==> config.mk <==
export PLATFORM = sky130hd
export DESIGN_NAME = vdma_rd_burst_ctrl
export DESIGN_NICKNAME = d
export VERILOG_FILES = /design/src/rtl/vdma_rd_burst_ctrl.sv
export SDC_FILE = /design/constraint.sdc
export NUM_CORES = 1
export LEC_CHECK = 0
export CAP_MARGIN = 20
export CORE_MARGIN = 3
export CORE_UTILIZATION = 25
export CTS_BUF_LIST = sky130_fd_sc_hd__clkbuf_16
export DETAILED_ROUTE_END_ITERATION = 16
export PLACE_DENSITY = 0.48
export SYNTH_ARGS = -nofsm -noshare
export SYNTH_HDL_FRONTEND = slang
export SYNTH_SLANG_ARGS = --single-unit
==> constraint.sdc <==
create_clock -name clock -period 6 [get_ports clock]
set_clock_uncertainty 0.05 [all_clocks]
set_input_delay 1.2 -clock clock [delete_from_list [all_inputs] [get_ports clock]]
set_output_delay 1.2 -clock clock [all_outputs]
set_load 0.005 [all_outputs]
==> src/rtl/vdma_rd_burst_ctrl.sv <==
// VDMA read-side burst sequencer: splits a frame read into AXI4 INCR bursts,
// arbitrates each burst through the write/read lock and gates RREADY.
module vdma_rd_burst_ctrl #(
  parameter int unsigned ADDR_W    = 32,
  parameter int unsigned DATA_W    = 256,
  parameter int unsigned BURST_LEN = 16,
  parameter int unsigned CNT_W     = 24
) (
  input  logic              clock,
  input  logic              rst_n,
  input  logic              frame_start,
  input  logic [ADDR_W-1:0] base_addr,
  input  logic [CNT_W-1:0]  total_beats,
  input  logic [CNT_W-1:0]  fifo_space,
  input  logic              pend_rd,
  output logic              rd_req,
  output logic              rd_done,
  output logic [ADDR_W-1:0] araddr,
  output logic [7:0]        arlen,
  output logic              arvalid,
  input  logic              arready,
  input  logic              rvalid,
  input  logic              rlast,
  output logic              rready,
  output logic              busy,
  output logic              frame_done
);

  localparam int unsigned BPB    = DATA_W / 8;
  localparam int unsigned BLEN_W = 9;

  localparam logic [2:0] S_IDLE     = 3'd0;
  localparam logic [2:0] S_CHECK    = 3'd1;
  localparam logic [2:0] S_REQ      = 3'd2;
  localparam logic [2:0] S_WAIT_GNT = 3'd3;
  localparam logic [2:0] S_ADDR     = 3'd4;
  localparam logic [2:0] S_DATA     = 3'd5;
  localparam logic [2:0] S_NEXT     = 3'd6;

  logic [2:0]        r_state,      w_state_nxt;
  logic [ADDR_W-1:0] r_addr,       w_addr_nxt;
  logic [CNT_W-1:0]  r_left,       w_left_nxt;
  logic [BLEN_W-1:0] r_blen,       w_blen_nxt;
  logic [ADDR_W-1:0] r_araddr,     w_araddr_nxt;
  logic [7:0]        r_arlen,      w_arlen_nxt;
  logic              r_arvalid,    w_arvalid_nxt;
  logic              r_rready,     w_rready_nxt;
  logic              r_rd_req,     w_rd_req_nxt;
  logic              r_rd_done,    w_rd_done_nxt;
  logic              r_busy,       w_busy_nxt;
  logic              r_frame_done, w_frame_done_nxt;

  logic [BLEN_W-1:0] w_blen_calc;
  logic [ADDR_W-1:0] w_burst_bytes;
  logic              w_beat;

  // Burst length is the full BURST_LEN unless the frame tail is shorter.
  assign w_blen_calc   = (r_left >= CNT_W'(BURST_LEN)) ? BLEN_W'(BURST_LEN)
                                                       : BLEN_W'(r_left);
  assign w_burst_bytes = ADDR_W'(32'(r_blen) * BPB);
  assign w_beat        = r_rready & rvalid;

  // Next-state and registered-output logic.
  always_comb begin
    w_state_nxt      = r_state;
    w_addr_nxt       = r_addr;
    w_left_nxt       = r_left;
    w_blen_nxt       = r_blen;
    w_araddr_nxt     = r_araddr;
    w_arlen_nxt      = r_arlen;
    w_rd_done_nxt    = 1'b0;
    w_frame_done_nxt = 1'b0;

    case (r_state)
      S_IDLE: begin
        if (frame_start) begin
          w_addr_nxt = base_addr;
          w_left_nxt = total_beats;
          if (total_beats == '0) begin
            w_frame_done_nxt = 1'b1;
          end else begin
            w_state_nxt = S_CHECK;
          end
        end
      end
      S_CHECK: begin
        w_blen_nxt = w_blen_calc;
        if (fifo_space >= CNT_W'(w_blen_calc)) begin
          w_state_nxt = S_REQ;
        end
      end
      // pend_rd lags rd_req by a cycle in the lock, so REQ never samples it.
      S_REQ: begin
        w_state_nxt = S_WAIT_GNT;
      end
      S_WAIT_GNT: begin
        if (!pend_rd) begin
          w_state_nxt  = S_ADDR;
          w_araddr_nxt = r_addr;
          w_arlen_nxt  = 8'(r_blen - BLEN_W'(1));
        end
      end
      S_ADDR: begin
        if (r_arvalid && arready) begin
          w_state_nxt = S_DATA;
        end
      end
      S_DATA: begin
        if (w_beat) begin
          if (r_left != '0) begin
            w_left_nxt = r_left - CNT_W'(1);
          end
          if (rlast) begin
            w_rd_done_nxt = 1'b1;
            w_addr_nxt    = r_addr + w_burst_bytes;
            w_state_nxt   = S_NEXT;
          end
        end
      end
      S_NEXT: begin
        if (r_left == '0) begin
          w_frame_done_nxt = 1'b1;
          w_state_nxt      = S_IDLE;
        end else begin
          w_state_nxt = S_CHECK;
        end
      end
      default: begin
        w_state_nxt = S_IDLE;
      end
    endcase

    w_rd_req_nxt  = (w_state_nxt == S_REQ) || (w_state_nxt == S_WAIT_GNT) ||
                    (w_state_nxt == S_ADDR) || (w_state_nxt == S_DATA);
    w_arvalid_nxt = (w_state_nxt == S_ADDR);
    w_rready_nxt  = (w_state_nxt == S_DATA);
    w_busy_nxt    = (w_state_nxt != S_IDLE);
  end

  // State and output registers.
  always_ff @(posedge clock or negedge rst_n) begin
    if (!rst_n) begin
      r_state      <= S_IDLE;
      r_addr       <= '0;
      r_left       <= '0;
      r_blen       <= '0;
      r_araddr     <= '0;
      r_arlen      <= '0;
      r_arvalid    <= 1'b0;
      r_rready     <= 1'b0;
      r_rd_req     <= 1'b0;
      r_rd_done    <= 1'b0;
      r_busy       <= 1'b0;
      r_frame_done <= 1'b0;
    end else begin
      r_state      <= w_state_nxt;
      r_addr       <= w_addr_nxt;
      r_left       <= w_left_nxt;
      r_blen       <= w_blen_nxt;
      r_araddr     <= w_araddr_nxt;
      r_arlen      <= w_arlen_nxt;
      r_arvalid    <= w_arvalid_nxt;
      r_rready     <= w_rready_nxt;
      r_rd_req     <= w_rd_req_nxt;
      r_rd_done    <= w_rd_done_nxt;
      r_busy       <= w_busy_nxt;
      r_frame_done <= w_frame_done_nxt;
    end
  end

  assign rd_req     = r_rd_req;
  assign rd_done    = r_rd_done;
  assign araddr     = r_araddr;
  assign arlen      = r_arlen;
  assign arvalid    = r_arvalid;
  assign rready     = r_rready;
  assign busy       = r_busy;
  assign frame_done = r_frame_done;

endmodule

-- After elaboration in Yosys (flattened, before gate mapping)
Cells that the tools add are included.
- mux-type cells: 25
- bitwise logic cells: 2
- order comparisons: 2
- reductions and logical operators: 13
- equality and inequality tests: 14
- add/sub/neg operators: 3
- operators with widths (operator ; number):
    $mux W32 ; 3
    $mux W24 ; 3
    $pmux W32 S2 ; 1
    $logic_not A24 Y1 ; 2
    $pmux W24 S2 ; 1
    $add A32 B14 Y32 ; 1
    $ge A24 B5 Y1 const B ; 1
    $ge A24 B9 Y1 ; 1
    $reduce_bool A24 Y1 ; 1
    $sub A24 B1 Y24 const B ; 1
    $mux W3 ; 7
    $pmux W3 S7 ; 1
    $eq A3 B3 Y1 const B ; 5
    $eq A3 B2 Y1 const B ; 4
    $mux W9 ; 1
    $ne A2 B2 Y1 const B ; 4
    $reduce_and A4 Y1 ; 2
    $sub A8 B1 Y8 const B ; 1
    $mux W1 ; 7
    $eq A3 B1 Y1 const B ; 1
    $logic_not A3 Y1 ; 1
    $logic_or A1 B1 Y1 ; 3
    $reduce_bool A3 Y1 ; 1
    $pmux W1 S2 ; 1
    5 further kinds ; 5
- register bits: 114
- word-level logic and storage cells: 71
- input bits: 87
- output and inout port bits: 46

-- Logic depth before layout (Yosys ltp)
- depth after elaboration: 9
- depth in mapped cells: 11
- mapped depth without buffers: 10

-- Least setup slack after synthesis
OpenSTA, ideal clock, no wires.
- path type: register -> register
- start: reg r_left[19]
- end: reg r_rd_req, in the netlist rd_req
- period minus slack after synthesis: 3569 ps
- data required time: 5809 ps
- cell stages (with the launch flop): 12
- path buffers: 1
- setup slack: 2431 ps
- arrival: 3378 ps
- setup time: 141 ps
- cell sequence: dfrtp_1 or4_4 or4_1 buf_2 nor4_4 and2_2 ha_1 nand2b_1 a2111oi_0 o31ai_1 a2111oi_0 a211oi_1
- cells in the longest elaborated chain, start to end: 9
- elaborated cells on any way between the ends: 14
- classes of those cells: 2 x order compare; 4 x eq/ne; 4 x mux; 4 x reduce/logical
- RTL lines (what ; line ; RTL):
    from (decl) ; 42 ; logic [CNT_W-1:0] r_left, w_left_nxt;
    from (signal assigned) ; 158 ; r_left <= w_left_nxt;
    $ge A24 B5 Y1 * ; 58 ; assign w_blen_calc = (r_left >= CNT_W'(BURST_LEN)) ? BLEN_W'(BURST_LEN)
    $mux W9 * ; 58 ;
    via w_blen_calc[0] ; 53 ; logic [BLEN_W-1:0] w_blen_calc;
    $ge A24 B9 Y1 * ; 88 ; if (fifo_space >= CNT_W'(w_blen_calc)) begin
    $mux W3 * ; 88 ;
    $pmux W3 S7 * ; 74 ; case (r_state)
    $eq A3 B2 Y1 ; 133 ; w_rd_req_nxt = (w_state_nxt == S_REQ) || (w_state_nxt == S_WAIT_GNT) ||
    $logic_or A1 B1 Y1 (2 in series) ; 133 ;
    $logic_or A1 B1 Y1 * ; 134 ; (w_state_nxt == S_ADDR) || (w_state_nxt == S_DATA);
    via w_rd_req_nxt ; 48 ; logic r_rd_req, w_rd_req_nxt;
    to (signal assigned) ; 164 ; r_rd_req <= w_rd_req_nxt;
    to (decl) ; 48 ;
The timed path passes the listed nets; every way through them passes the cells marked *.
A chain may end at the register's enable or synchronous reset.

-- Final worst setup path
Same ends and word-level chain as after synthesis.

==> results.json <==
{
  "grt_max_degree": 76,
  "n_antenna_cell": 0,
  "drc": 0,
  "clk_pin_slew_ns": 0.06,
  "ios": 133,
  "hpwlAfterDp_um": 14430,
  "clkSinkCount": 114,
  "synth_top_area_share": 0.4393,
  "cts_tree": "built",
  "die_h_um": 167.2,
  "cts_buffer_depth": 2,
  "dieArea_um2": 27940,
  "holdPathStages": 2,
  "drive_gt1_frac": 0.06091,
  "post-route-min-period_ns": 3.961,
  "worstSetupEndpointType": "flop",
  "p_per_area_nw_per_um2": 430.1,
  "finalSetupViolations": 0,
  "p_int_mw": 2.338,
  "crit_arrival_ns": 4.17,
  "place_area_um2": 8168,
  "rsz0062_at_grt": "no",
  "synth_top_area_cell": "dfrtp_1",
  "vias": 6118,
  "power_frac_comb": 0.374,
  "ys_warn_count": 0,
  "hold_viol": 0,
  "fmax_mhz": 252.5,
  "tightest_slew_ns": 0.8192,
  "fp.dieW_um": 167.2,
  "drv_slew": 0,
  "p_sw_mw": 1.412,
  "num_rows": 58,
  "power_frac_clock": 0.240,
  "syn-cell-area_um2": 6494,
  "reg2reg_depth": 10,
  "synth_seq_area_share": 0.4393,
  "design_area_um2": 8720,
  "min_period_over_period": 0.6601,
  "core-area_um2": 25330,
  "min_path_type": "flop to flop",
  "synth_edf_count": 0,
  "ys_top_cells_by_area": "dfrtp_1 44%, nand2_1 9.2%, a21oi_1 4.2%",
  "startpoint_type": "flop",
  "first_pass_iters": 5,
  "finalPower_mw": 3.750,
  "start_util": 0.2564,
  "synthDistinctLibCells": 70,
  "postCtsHoldBufs": 0,
  "port_buffers": 132,
  "antenna_found_initial": 0,
  "path_max_fanout": 10,
  "required_ns": 6.21,
  "maxCapViolations": 0,
  "cts_made_buffers": 17,
  "cts_setup_buffers": 0,
  "grt_pass1_vias": 5947,
  "nets": 1000,
  "drt-initial-drc-count": 371,
  "avgRoutedWirePerCell_um": 16.57,
  "synthCells": 768,
  "synth_seq_cells": 114,
  "synthFlopType": "dfrtp_1",
  "path_class": "flop to flop",
  "grtUsageTotal": 0.1461,
  "overflow": 0,
  "post_cts_resized": 0,
  "switching_share": 0.3765,
  "maxSlewHeadroom": 0.4539,
  "htree_num_levels": 4,
  "grt_first_pass_wirelength_um": 32840,
  "totalWireLength_um": 20430,
  "sequentialPowerShare": 0.386,
  "synth.avg_cell_area_um2": 8.455,
  "antenna_left": 0,
  "setup_tns_ns": 0,
  "via_per_inst": 4.962,
  "clk_latency_ns": 0.42,
  "max-vdd-ir-drop_mv": 0.1698,
  "syn_to_final_growth_pct": 34.28,
  "status": "complete, no violations",
  "place_congestion": 0.8092,
  "root_buffer": "clkbuf_16",
  "fillers": 2695,
  "power.leakage_nw": 3.618,
  "async_flop_share": 1.000
}
cells by family (layout without fill, tap and decap cells):
group / after synthesis / count (layout) / share of synthesized area
other: 1 / 4 / 0.0005775
flip-flops: 114 / 114 / 0.4393
XOR/XNOR: 8 / 8 / 0.01079
AND/OR/NAND/NOR: 358 / 358 / 0.2671
buffers and inverters: 65 / 197 / 0.03815
adder cells (fa/ha/maj): 22 / 22 / 0.04355
multiplexers: 6 / 6 / 0.009826
AO/OA/AOI/OAI: 194 / 194 / 0.1908
power groups by stage:
stage	registers [mW]	clock network (mW)	logic, mW
6_report	1.45	0.900	1.40
5_1_grt	1.50	0.956	1.59
4_1_cts	1.45	0.918	1.41
3_5_place_dp	1.46	0	1.41
3_3_place_gp	1.45	0	1.40
2_1_floorplan	1.33	0	0.878
routing by layer:
| layer | wire, um | global-route usage |
|---|---|---|
| met1 | 9758 | 0.2027 |
| met5 | 0 | 0 |
| met4 | 161 | 0.02953 |
| met2 | 9574 | 0.2363 |
| met3 | 931 | 0.03281 |
path summary, 6_finish.rpt:
check                                 from         to  slack (ns)
worst max-delay path            r_left[19]     rd_req        2.04
worst min-delay path             r_addr[3]  araddr[3]        0.42
worst max register to register  r_left[19]     rd_req        2.04
worst min register to register   r_addr[3]  araddr[3]        0.42
max in group asynchronous            rst_n  r_blen[8]        4.46
min in group asynchronous            rst_n   arlen[1]        0.61
cell usage in the layout, fill, tap and decap left out, types with 21 or more instances in the layout:
master and count:
nand2_1 160, o21ai_0 48, ha_1 21, nor3_1 28, a21oi_1 55, clkdlybuf4s50_1 131
nand3_1 33, inv_1 23, nor2_1 49, dfrtp_1 114
state kept, by name, summed over array words and instances, names as in the netlist:
name / count
araddr: 32
r_addr: 32
r_left: 24
r_blen: 9
arlen: 8
r_state: 3
arvalid: 1
busy: 1
frame_done: 1
rd_done: 1
rd_req: 1
rready: 1
cell type report:
type / instances / area [um^2] / area share
clock buffer: 17 / 425.4 / 0.04879
clock inverter: 14 / 83.83 / 0.009614
inverter: 19 / 71.32 / 0.008179
tap: 330 / 412.9 / 0.04735
multi-input combinational: 592 / 3415 / 0.3916
sequential: 114 / 2853 / 0.3272
timing repair buffer: 147 / 1459 / 0.1673
critical path, stage by stage (launching register included):
cell and delay [ns]:
dfrtp_1 0.39, or4_4 0.58, or4_1 0.57, nor4_4 0.56, and2_2 0.23, ha_1 0.21
nand2b_1 0.13, a2111oi_0 0.42, o31ai_1 0.16, a2111oi_0 0.40, a211oi_1 0.09
through the flow:
step	setup slack, ns	utilization	instances	hold WS, ns
after CTS	2.016	0.3426	1231	0.4180
after detailed placement	1.780	0.3225	1200	0.4058
after floorplan	2.431	-	771	0.3886
after global placement	1.893	0.3225	1200	0.3982
final	2.039	0.3443	1233	0.4150
after global routing	1.728	0.3443	1233	0.4383
synth_stat cells, types with 3 or more instances:
master,instances
a21oi_1,55
nand4_1,8
nor2_1,50
nand2b_1,5
a22oi_1,6
buf_2,3
mux2_2,3
dfrtp_1,114
inv_1,19
a31oi_1,8
o22ai_1,10
o21ai_0,48
nand3_1,33
o2111ai_1,4
a22o_1,4
clkbuf_1,38
mux2i_1,3
xor2_1,4
a2bb2oi_1,4
o2bb2ai_1,4
nand2_1,160
nor2b_1,7
ha_1,21
nand3b_1,4
xnor2_1,4
nor4_1,18
o211ai_1,6
buf_1,5
o22a_1,3
nor3_1,28
or4_1,7
and2_1,3
and3_1,8
a21o_1,6
o211a_1,3
or3_1,5
a211oi_1,5
nor3b_1,7
Note: power is estimated with default switching activity, not from simulation.
